$ cat config.mk
export PLATFORM = sky130hd
export DESIGN_NAME = dac_serial_tx_flat
export DESIGN_NICKNAME = d
export VERILOG_FILES = /design/src/rtl/dac_serial_tx_pkg.sv /design/src/rtl/dac_serial_tx_if.sv /design/src/rtl/dac_serial_tx_q_to_dac_code.sv /design/src/rtl/dac_serial_tx.sv /design/src/flat_wrapper.sv
export SDC_FILE = /design/constraint.sdc
export NUM_CORES = 1
export LEC_CHECK = 0
export BUFFER_PORTS_ARGS = -buffer_cell sky130_fd_sc_hd__buf_2
export CAP_MARGIN = 0
export CORE_MARGIN = 8
export CORE_UTILIZATION = 61
export CTS_BUF_LIST = sky130_fd_sc_hd__clkbuf_4 sky130_fd_sc_hd__clkbuf_8
export DETAILED_ROUTE_END_ITERATION = 8
export PLACE_DENSITY = 0.83
export SETUP_SLACK_MARGIN = 0.15
export SLEW_MARGIN = 20
export SYNTH_ARGS = -nofsm -noshare
export SYNTH_HDL_FRONTEND = slang
export SYNTH_SLANG_ARGS = --single-unit
$ cat constraint.sdc
create_clock -name clk -period 4.85 [get_ports clk]
set_input_delay 0.7275 -clock clk [delete_from_list [all_inputs] [get_ports clk]]
set_output_delay 0.7275 -clock clk [all_outputs]
set_load 0.02 [all_outputs]
$ cat src/rtl/dac_serial_tx_pkg.sv
// rtl/dac_serial_tx_pkg.sv - shared frame constants and FSM encoding for the serial DAC transmitter
package dac_serial_tx_pkg;

  localparam int FRAME_BITS = 16;
  localparam int DAC_BITS   = 12;
  localparam logic [FRAME_BITS-DAC_BITS-1:0] PD_BITS = 4'b0000;

  typedef enum logic [1:0] {
    ST_IDLE  = 2'd0,
    ST_LOAD  = 2'd1,
    ST_SHIFT = 2'd2,
    ST_END   = 2'd3
  } state_t;

endpackage

$ cat src/rtl/dac_serial_tx_if.sv
// rtl/dac_serial_tx_if.sv - sample-side handshake plus serial DAC pins
interface dac_serial_tx_if #(
  parameter int Width = 18
);

  logic                    start;
  logic signed [Width-1:0] yk;
  logic                    busy;
  logic                    done;
  logic                    ovr;
  logic                    dac_sclk;
  logic                    dac_sync_n;
  logic                    dac_din;

  modport master (
    output start, yk,
    input  busy, done, ovr, dac_sclk, dac_sync_n, dac_din
  );

  modport slave (
    input  start, yk,
    output busy, done, ovr, dac_sclk, dac_sync_n, dac_din
  );

endinterface

$ cat src/rtl/dac_serial_tx_q_to_dac_code.sv
// rtl/dac_serial_tx_q_to_dac_code.sv - saturate a signed Q p.f sample to an offset-binary DAC code
module q_to_dac_code #(
  parameter int p        = 4,
  parameter int f        = 13,
  parameter int DAC_BITS = 12
) (
  input  logic signed [p+f:0]    yk,
  output logic [DAC_BITS-1:0]    code
);

  localparam int W  = 1 + p + f;
  localparam int SH = f + 1 - DAC_BITS;
  localparam logic signed [W:0] FULL = $signed({{(W-f){1'b0}}, 1'b1, {f{1'b0}}});

  logic signed [W:0] yk_ext;

  // Inside (-2^f, 2^f) the +2^f offset is just an inversion of bit f.
  always_comb begin
    yk_ext = {yk[W-1], yk};
    if (yk_ext >= FULL) begin
      code = '1;
    end else if (yk_ext < -FULL) begin
      code = '0;
    end else begin
      code = {~yk[f], yk[f-1:SH]};
    end
  end

endmodule

$ cat src/rtl/dac_serial_tx.sv
// rtl/dac_serial_tx.sv - converts each filter sample to a DAC code and shifts it out as a 16-bit frame
module dac_serial_tx #(
  parameter int p   = 4,
  parameter int f   = 13,
  parameter int DIV = 4
) (
  input  logic           clk,
  input  logic           rst,
  dac_serial_tx_if.slave bus
);

  import dac_serial_tx_pkg::*;

  localparam int DW = (DIV > 1) ? $clog2(DIV) : 1;
  localparam logic [DW-1:0] DIV_LAST = DW'(DIV - 1);
  localparam logic [DW-1:0] DIV_PEN  = DW'((DIV > 1) ? DIV - 2 : 0);

  state_t                state;
  logic [DW-1:0]         div_cnt;
  logic [3:0]            bit_cnt;
  logic [FRAME_BITS-1:0] shreg;
  logic [DAC_BITS-1:0]   code;
  logic [FRAME_BITS-1:0] frame;

  q_to_dac_code #(.p(p), .f(f), .DAC_BITS(DAC_BITS)) u_conv (
    .yk   (bus.yk),
    .code (code)
  );

  assign frame = {PD_BITS, code};

  always_ff @(posedge clk) begin
    if (rst) begin
      state          <= ST_IDLE;
      div_cnt        <= '0;
      bit_cnt        <= '0;
      shreg          <= '0;
      bus.busy       <= 1'b0;
      bus.done       <= 1'b0;
      bus.ovr        <= 1'b0;
      bus.dac_sclk   <= 1'b1;
      bus.dac_sync_n <= 1'b1;
      bus.dac_din    <= 1'b0;
    end else begin
      if (bus.start && state != ST_IDLE) begin
        bus.ovr <= 1'b1;
      end
      case (state)
        ST_IDLE: begin
          if (bus.start) begin
            shreg          <= frame;
            bit_cnt        <= 4'd15;
            div_cnt        <= '0;
            bus.busy       <= 1'b1;
            bus.dac_sync_n <= 1'b0;
            bus.dac_sclk   <= 1'b1;
            bus.dac_din    <= frame[FRAME_BITS-1];
            state          <= ST_LOAD;
          end
        end
        ST_LOAD: begin
          bus.dac_sclk <= 1'b0;
          div_cnt      <= '0;
          state        <= ST_SHIFT;
        end
        ST_SHIFT: begin
          if (div_cnt == DIV_LAST) begin
            div_cnt <= '0;
            if (!bus.dac_sclk) begin
              // Rising edge: present the next bit while the DAC is not sampling.
              bus.dac_sclk <= 1'b1;
              if (bit_cnt != 4'd0) begin
                bus.dac_din <= shreg[bit_cnt - 4'd1];
              end
            end else if (bit_cnt == 4'd0) begin
              bus.dac_sync_n <= 1'b1;
              bus.dac_din    <= 1'b0;
              bus.done       <= (DIV == 1);
              state          <= ST_END;
            end else begin
              bus.dac_sclk <= 1'b0;
              bit_cnt      <= bit_cnt - 4'd1;
            end
          end else begin
            div_cnt <= div_cnt + DW'(1);
          end
        end
        ST_END: begin
          if (div_cnt == DIV_LAST) begin
            div_cnt  <= '0;
            bus.busy <= 1'b0;
            bus.done <= 1'b0;
            state    <= ST_IDLE;
          end else begin
            div_cnt <= div_cnt + DW'(1);
            if (div_cnt == DIV_PEN) begin
              bus.done <= 1'b1;
            end
          end
        end
        default: state <= ST_IDLE;
      endcase
    end
  end

endmodule

$ cat src/flat_wrapper.sv
// flat-port wrapper written by rule: the top's interface ports become plain ports
module dac_serial_tx_flat import dac_serial_tx_pkg::*;
#(
  parameter int p   = 4,
  parameter int f   = 13,
  parameter int DIV = 4
)
  (clk, rst, bus_start, bus_yk, bus_busy, bus_done, bus_ovr, bus_dac_sclk, bus_dac_sync_n, bus_dac_din);
  dac_serial_tx_if #(.Width(18)) bus_i ();
  input  logic clk;
  input  logic rst;
  input wire logic [$bits(bus_i.start)-1:0] bus_start;
  input wire logic [$bits(bus_i.yk)-1:0] bus_yk;
  output wire logic [$bits(bus_i.busy)-1:0] bus_busy;
  output wire logic [$bits(bus_i.done)-1:0] bus_done;
  output wire logic [$bits(bus_i.ovr)-1:0] bus_ovr;
  output wire logic [$bits(bus_i.dac_sclk)-1:0] bus_dac_sclk;
  output wire logic [$bits(bus_i.dac_sync_n)-1:0] bus_dac_sync_n;
  output wire logic [$bits(bus_i.dac_din)-1:0] bus_dac_din;
  assign bus_i.start = bus_start;
  assign bus_i.yk = bus_yk;
  assign bus_busy = bus_i.busy;
  assign bus_done = bus_i.done;
  assign bus_ovr = bus_i.ovr;
  assign bus_dac_sclk = bus_i.dac_sclk;
  assign bus_dac_sync_n = bus_i.dac_sync_n;
  assign bus_dac_din = bus_i.dac_din;
  dac_serial_tx #(.p(p), .f(f), .DIV(DIV)) u_core (.clk(clk), .rst(rst), .bus(bus_i));
endmodule
==> results.toml, run 1 <==
[placement]
dpl.hpwl_mm = 2.30
place_ws_ps = 2620
gp_congestion = 0.846
io_buffers = 24

[layout]
multi_input_area_um2 = 800
areaGrowthSynthToFinish_pct = 8.86
diodes = 0
utilization_pct = 70.2
drive_above_1_share_pct = 19.6
nNetsFinal = 213
fillerInstances = 188
seqCellArea_um2 = 520

[cts]
cts-resized-gates = 0
cts_htree_levels = 1
postCtsSetupRepairBufs = 0
clockBufferDepth = 2
clock_sinks = 26
clk_pin_slew_worst_paths_ps = 130
ctsHoldBuffers = 0
cts_root_buffer = "clkbuf_4"
cts_made_buffers = 3
cts_tree = "done"
clkLatencyLatePin_ps = 320

[sta]
max_freq_mhz = 463
finalCritPeriodShare_pct = 44.5
min_period_ps = 2160
fin_hold_ws_ps = 460
worst_slew_pin_slew_ps = 703
setup_viol = 0
rsz0062_at_grt = "no"
max-slew-margin-rel_pct = 52.7
setup_slack_ps = 2690
setup_tns_ps = 0
hold_viol_final = 0
drv_slew = 0
skew_ps = 14.4

[die]
dieWidth_um = 64.4
core_um2 = 2210
initial_core_util_pct = 64.5
ios = 27
die_area_um2 = 4140
die_h_um = 64.4
core.rowCount = 17

[power_and_ir_drop]
p_leak_nw = 0.653
vdd_ir_drop_max_mv = 0.400
power_per_cell_area_nw_per_um2 = 559

[yosys]
syn_area_um2 = 1430
synthAdderAreaFrac_pct = 6.14
seq_area_frac_synth_pct = 36.5
syn_nets = 194
synth-compound-area-share_pct = 24.5
yosys.area_share.simple_pct = 18.8
yosys_warnings = 0
synth_area_leader_cell = "dfxtp_1"
yosys.area_share.xor_xnor_pct = 0.614
async_flop_share_pct = 0
synth.distinct_cells = 40
synth_seq_cells = 26
synth_top_area_share_pct = 36.5
netlist_instances = 166
yosys-top-cells-area = "dfxtp_1, a21oi_1, ha_1"
synth_top_family_by_area = "compound AO/OA/AOI/OAI gates"
syn_area_per_cell_um2 = 8.59
synth_ff_type = "dfxtp_1"
synth_edf_count = 0
synthMuxAreaShare_pct = 6.05

[drt]
totalWireLength_mm = 3.09
vias = 1272
vias_per_cell = 6.00
ant_nets = 0
drt_first_pass_iters = 4
route.detailed.drc = 0
wire_per_inst_um = 14.6
dr.first_iter.drc_count = 56

[setup_path]
critPathArrivalTime_ps = 2350
required_ps = 5040
start_kind = "register"
end_kind = "register"
critPathKind = "reg2reg"
worstPathMaxFanout = 8

[status]
status = "complete, no violations"

[job]
drv_cap = 0

[global_route]
grt_pass1_vias = 1219
grt_pass1_wl_mm = 5.34
grt_max_degree = 26
antenna_found_initial = 0
grt_overflow = 0
gr-usage-all-layers_pct = 15.4

[worst_hold_path]
hold_path_class = "reg2reg"
where the power goes:
group / total (W) / internal [W] / switching [W]
registers: 0.000332 / 0.000272 / 0.0000593
logic: 0.000427 / 0.000180 / 0.000247
clock network: 0.000109 / 0.0000459 / 0.0000632
total: 0.000868 / 0.000499 / 0.000369
kinds of logic after synthesis:
kind of cell,count (synthesis)
multiplexers,4
flip-flops,26
buffers and inverters,21
adder cells (fa/ha/maj),7
XOR/XNOR,1
AND/OR/NAND/NOR,48
AO/OA/AOI/OAI,59
final timing paths:
check	slack, ps	cells after the start	start	endpoint
setup / recovery	2690	6	u_core.bit_cnt[0]	u_core.bit_cnt[3]
hold / removal	460	2	u_core.shreg[6]	u_core.shreg[6]
setup reg to reg	2690	6	u_core.bit_cnt[0]	u_core.bit_cnt[3]
hold reg to reg	460	2	u_core.shreg[6]	u_core.shreg[6]
layer usage:
layer	track usage [%]	routed length (um)	vias to the layer above
met5	0	0	-
met4	5.72	48	0
met3	3.48	167	6
met2	24.6	1490	46
met1	19.7	1390	577
li1	-	-	643
Yosys cell counts, drive strengths merged (2+ instances only):
master and instances:
o311ai 2, dfxtp 26, nor2 10, nand3b 2, o211ai 2, a211oi 2
buf 3, a21oi 25, nor2b 4, and3 3, a2bb2oi 2, nor4 4
clkbuf 7, o21ai 17, ha 7, inv 11, a21boi 2, nor3 5
nand4 2, nand2 13, mux4 3, o31ai 2
registers in the layout (all words and copies together), names as in the netlist, 2 cells and up:
name / cells
u_core.bit_cnt: 4
u_core.div_cnt: 2
u_core.shreg: 12
u_core.state: 2
final cells by class:
cell class / instances / share of cell area (%)
repair buffers: 24 / 7.74
clock buffers: 4 / 2.34
multi-input cells: 119 / 51.5
inverters: 11 / 2.66
well taps: 28 / 2.26
flip-flops and latches: 26 / 33.5
critical path, stage by stage (launching register included):
cell,delay (ps)
dfxtp_1,540
inv_1,80
ha_1,260
nor3b_2,210
nor4_1,640
and3_1,260
nor3_1,50
placed cells by master, fill, tap and decap left out, drive strengths merged:
cell and count:
ha 7, nor2 10, a2bb2oi 2, mux2 1, nor3b 1, nor2b 4
nand3b 2, o311a 1, nand4 2, inv 11, o211ai 2, nand2 13
a21oi 25, or3 1, mux4 3, dfxtp 26, buf 24, a21o 1
or4 1, a211oi 2, a311oi 1, a21boi 2, nor3 5, xor2 1
a31o 1, nand3 1, and4bb 1, o311ai 2, and3 3, clkbuf 4
o31ai 2, nor4 4, o41ai 1, o21ai 17
stage by stage:
| step | cells | total power (W) | area, um2 |
|---|---|---|---|
| finish | 212 | 0.000868 | 1550 |
| global route | 212 | 0.000940 | 1550 |
| CTS | 212 | 0.000869 | 1550 |
| detailed placement | 208 | 0.000757 | 1520 |
| global placement | 208 | 0.000738 | 1520 |
| floorplan | 166 | 0.000678 | 1430 |
(Power assumes the default switching activity.)
==> run 2: changes to the inputs <==
ABC_AREA = 1   (was default)
CORE_UTILIZATION = 56   (was 61)
PLACE_DENSITY = 0.77   (was 0.83)
clock period = 2.15 ns   (was 4.85 ns; I/O delays follow)
==> run 2 against run 1 <==
- sequential power grew 120%
- largest cell class unchanged
- largest power group unchanged
- clock power grew to 3.1 times the previous value
- worst hold slack worse by 280 ps
==> results.toml, run 2 <==
[status]
status = "complete, no violations"

[layout]
fin_area_um2 = 1570
drive_above_1_share_pct = 21.3
diodes = 0
fillerInstances = 216
reg.largest.list = "u_core.shreg (12), u_core.bit_cnt (4)"
largest-register = "u_core.shreg"
nNetsFinal = 245
final_cell_count_no_fill = 246
final_cell_mix = "nand2_1, dfxtp_1, buf_2"
largest_register_ffs = 12
final_common_cell = "nand2_1"
areaGrowthSynthToFinish_pct = 13.6

[drt]
ant_nets = 0
vias = 1287
wire_per_inst_um = 11.5
drt_first_pass_iters = 4
route.detailed.drc = 0
vias_per_cell = 5.23
totalWireLength_mm = 2.83
dr.first_iter.drc_count = 64

[cts]
postCtsSetupRepairBufs = 0
cts_made_buffers = 3
cts-resized-gates = 0
cts_tree = "done"
cts_root_buffer = "clkbuf_4"
clock_sinks = 26
ctsHoldBuffers = 0
clkLatencyLatePin_ps = 330
clk_pin_slew_worst_paths_ps = 140
cts_htree_levels = 1
clockBufferDepth = 2

[yosys]
seq_area_frac_synth_pct = 37.6
synth.distinct_cells = 24
yosys-top-cells-area = "dfxtp_1, nand2_1, a21oi_1"
syn_area_per_cell_um2 = 7.18
synth_edf_count = 0
netlist_top_cells_count = "nand2_1, dfxtp_1, a21oi_1, inv_1, nand3_1"
synth_seq_cells = 26
syn_area_um2 = 1390
netlist_instances = 193
synth_ff_type = "dfxtp_1"
syn_nets = 221
yosysMostFrequentCell = "nand2_1"
synth_top_area_share_pct = 37.6
synth_area_leader_cell = "dfxtp_1"
async_flop_share_pct = 0
yosys_warnings = 0

[setup_path]
worst-r2r-cell-count = 10
start_kind = "register"
end_kind = "register"
critPathArrivalTime_ps = 1870
worstPathMaxFanout = 6
rr_startpoint = "u_core.state[0]"
rr_endpoint = "u_core.bit_cnt[0]"
critPathKind = "reg2reg"
rrSetupSlack_ps = 490
required_ps = 2360

[power_and_ir_drop]
clkPwrFrac_pct = 15.0
seqPwrFrac_pct = 32.3
comb_power_share_pct = 52.7
p_leak_nw = 0.669
power_per_cell_area_nw_per_um2 = 1410
vdd_ir_drop_max_mv = 0.889
internal_power_w = 0.00123
p_sw_share_pct = 44.6
p_switching_w = 0.000990

[global_route]
gr-usage-all-layers_pct = 13.8
grt_overflow = 0
grt_max_degree = 21
grt_pass1_vias = 1165
antenna_found_initial = 0
grt_pass1_wl_mm = 4.91

[sta]
rsz0062_at_grt = "no"
max-slew-margin-rel_pct = 54.3
setup_tns_ps = 0
finalCritPeriodShare_pct = 77.2
drv_slew = 0
worst_slew_pin_slew_ps = 685
min_period_ps = 1660
setup_slack_ps = 489
setup_viol = 0
fin_hold_ws_ps = 185
max_freq_mhz = 602
hold_viol_final = 0
skew_ps = 10.8

[placement]
place_ws_ps = 511
io_buffers = 24
gp_congestion = 0.906
placed_cells = 242
dpl.hpwl_mm = 2.20
place_area_um2 = 1520

[die]
initial_core_util_pct = 57.5
ios = 27
die_h_um = 65.7
die_area_um2 = 4320
dieWidth_um = 65.7
core.rowCount = 18
core_um2 = 2410

[worst_hold_path]
holdPathEnd = "u_core.shreg[11]"
holdPathStages = 2
hold_path_class = "in2reg"
worstHoldStart = "bus_yk[17]"

[job]
drv_cap = 0
run 2: cell families after synthesis:
logic type	count (synthesis)	share of synthesized area (%)
compound gates	52	21.0
xor+xnor	1	0.632
flops	26	37.6
simple gates	79	26.3
fa+ha+maj	7	6.32
buf+inv	28	8.22
run 2: per-layer routing:
metal | vias to the layer above | global-route usage, % | wire length, um
li1 | 682 | - | -
met1 | 568 | 18.0 | 1420
met2 | 35 | 21.6 | 1260
met3 | 2 | 4.42 | 142
met4 | 0 | 3.27 | 13
met5 | - | 0 | 0
run 2: worst max path at each step:
stage                            startpoint  slack (ps)                 end
after global routing      u_core.bit_cnt[0]         350  u_core.bus.dac_din
after floorplan             u_core.state[0]         710   u_core.bit_cnt[2]
final                       u_core.state[0]         490   u_core.bit_cnt[0]
after global placement    u_core.bit_cnt[0]         550  u_core.bus.dac_din
after CTS                   u_core.state[0]         480   u_core.bit_cnt[0]
after detailed placement    u_core.state[0]         510   u_core.bit_cnt[0]
run 2: per-stage QoR:
stage               utilization [%]  total power (W)
CTS                            65.3          0.00223
global route                   65.3          0.00243
global placement               63.1          0.00185
detailed placement             63.1          0.00189
floorplan                         -          0.00167
finish                         65.3          0.00222
run 2: final cells by class:
| cell class | instances | area [um2] | area share (%) |
|---|---|---|---|
| clock buffers | 3 | 22.5 | 1.43 |
| clock inverters | 1 | 30.0 | 1.91 |
| inverters | 22 | 85.1 | 5.41 |
| multi-input cells | 139 | 751 | 47.7 |
| flip-flops and latches | 26 | 520 | 33.1 |
| well taps | 30 | 37.5 | 2.38 |
| repair buffers | 25 | 128 | 8.11 |
run 2: power by group through the flow:
stage                     clock (W)  sequential (W)  combinational [W]
after floorplan                   0        0.000724           0.000943
after global placement            0        0.000722            0.00113
after detailed placement          0        0.000725            0.00117
after CTS                  0.000342        0.000716            0.00117
after global routing       0.000362        0.000735            0.00134
final                      0.000334        0.000717            0.00117
run 2: critical path, stage by stage, from the launching register on:
cell and delay, ps:
dfxtp_1 390, inv_1 90, ha_1 280, nand2_1 150, nand2_2 90, nor2_4 130
nand2_2 80, nor2_4 130, inv_2 70, nand2_1 80, a21oi_2 50
==> run 3: changes to the inputs <==
CORE_UTILIZATION = 51   (was 56)
PLACE_DENSITY = 0.74   (was 0.77)
clock period = 1.35 ns   (was 2.15 ns; I/O delays follow)
==> run 3 against run 2 <==
- the flow now finishes with violations (negative setup slack)
- combinational power increased to 2.6 times the previous value
- fmax increased by 16%
- total power increased by 110%
- sequential cell count unchanged
- wire length increased by 31%
- critical endpoint is now u_core.bit_cnt[1]
- highest routed layer unchanged
==> results.toml, run 3 (synthesized netlist as in run 2, its figures left out) <==
[status]
failed_checks = "negative setup slack"
status = "finished with violations"

[cts]
cts_root_buffer = "clkbuf_4"
cts_made_buffers = 3
clockBufferDepth = 2
clk_pin_slew_worst_paths_ps = 160
ctsHoldBuffers = 0
cts_tree = "done"
clkLatencyLatePin_ps = 330
cts_htree_levels = 1
clock_sinks = 26

[sta]
rsz0062_at_grt = "yes"
max_freq_mhz = 697
worst_slew_pin_slew_ps = 862
setup_slack_ps = -84.6
min_period_ps = 1430
skew_ps = 8.82
max-slew-margin-rel_pct = 42.5
drv_slew = 0
setup_viol = 10
finalCritPeriodShare_pct = 106
hold_viol_final = 0

[setup_path]
worstPathMaxFanout = 5
end_kind = "register"
rr_startpoint = "u_core.state[1]"
worst-r2r-cell-count = 9
required_ps = 1630
rr_endpoint = "u_core.bit_cnt[1]"
critPathArrivalTime_ps = 1710
start_kind = "register"
rrSetupSlack_ps = -80
critPathKind = "reg2reg"

[drt]
vias = 1459
route.detailed.drc = 0
dr.first_iter.drc_count = 38
totalWireLength_mm = 3.70
ant_nets = 0
drt_first_pass_iters = 4
wire_per_inst_um = 13.6
vias_per_cell = 5.34

[placement]
placed_cells = 258
gp_congestion = 0.865
dpl.hpwl_mm = 2.49
io_buffers = 24

[layout]
diodes = 0
fillerInstances = 195
largest_register_ffs = 12
drive_above_1_share_pct = 45.5
nNetsFinal = 271
utilization_pct = 74.2
final_common_cell = "nand2_1"
final_cell_mix = "nand2_1, buf_2, buf_4"
largest-register = "u_core.shreg"
areaGrowthSynthToFinish_pct = 42.5
final_cell_count_no_fill = 273
reg.largest.list = "u_core.shreg (12), u_core.bit_cnt (4)"

[global_route]
grt_pass1_vias = 1385
gr-usage-all-layers_pct = 16.0
antenna_found_initial = 0
grt_max_degree = 16
grt_pass1_wl_mm = 5.89
grt_overflow = 0

[power_and_ir_drop]
total_power_w = 0.00474
power_per_cell_area_nw_per_um2 = 2400
vdd_ir_drop_max_mv = 1.65
p_leak_nw = 0.830

[job]
drv_cap = 0

[worst_hold_path]
holdPathEnd = "u_core.shreg[8]"
hold_path_class = "in2reg"
worstHoldStart = "bus_yk[10]"
holdPathStages = 3

[die]
die_area_um2 = 4640
ios = 27
core.rowCount = 19
core_um2 = 2660
die_h_um = 68.1
dieWidth_um = 68.1
initial_core_util_pct = 52.0
-- run 3: cell count changes in the layout (fill, tap and decap cells not counted), sizes merged --
| cell | delta |
|---|---|
| buf | +25 |
| a21oi | +1 |
-- run 3: worst max path at each step --
stage,from,endpoint,slack [ps],cells after the start
floorplan,u_core.state[1],u_core.bit_cnt[1],20,10
global placement,u_core.state[1],u_core.bit_cnt[0],-20,10
detailed placement,u_core.state[1],u_core.bit_cnt[0],-70,10
CTS,u_core.state[1],u_core.bit_cnt[0],-20,10
global route,u_core.state[0],u_core.bus.dac_din,-160,9
finish,u_core.state[1],u_core.bit_cnt[1],-80,9
-- run 3: metrics by stage --
| step | worst slack, ps | hold slack [ps] | TNS [ps] | area (um2) |
|---|---|---|---|---|
| finish | -84.6 | 133 | -550 | 1970 |
| global route | -159 | 144 | -1140 | 1970 |
| CTS | -15.1 | 117 | -62.9 | 1830 |
| detailed placement | -66.4 | 427 | -363 | 1700 |
| global placement | -22.3 | 422 | -69.1 | 1700 |
| floorplan | 19.5 | 292 | 0 | 1460 |
-- run 3: routing by layer --
layer / vias to the layer above / track usage [%] / wire length, um
li1: 746 / - / -
met1: 668 / 19.1 / 1630
met2: 39 / 27.5 / 1860
met3: 6 / 3.11 / 160
met4: 0 / 5.88 / 51
met5: - / 0 / 0
-- run 3: final cells by class --
type	instances	area (um2)	share of cell area, %
Clock buffer	3	22.5	1.14
Sequential cell	26	532	26.9
Tap cell	31	38.8	1.96
Timing Repair Buffer	50	323	16.3
Inverter	22	100	5.07
Multi-Input combinational cell	140	928	47.0
Clock inverter	1	30.0	1.52
-- run 3: where the power goes --
part / internal, W / switching, W
clock: 0.000300 / 0.000253
sequential: 0.000995 / 0.000197
combinational: 0.00133 / 0.00167
-- run 3: critical path, stage by stage, from the launching register on --
cell and delay [ps]:
dfxtp_4 420, inv_4 40, ha_4 180, nand2_4 90, nand2_4 60, nor2_4 110, nand2_2 70, nor2_4 150
o21ai_1 120, a21oi_2 130
-- run 3: timing repair --
action,in CTS,in global routing
cloned,1,0
gates resized for setup,20,34
buffers inserted,4,6
pin swaps,12,16
endpoints found under the setup margin,23,25
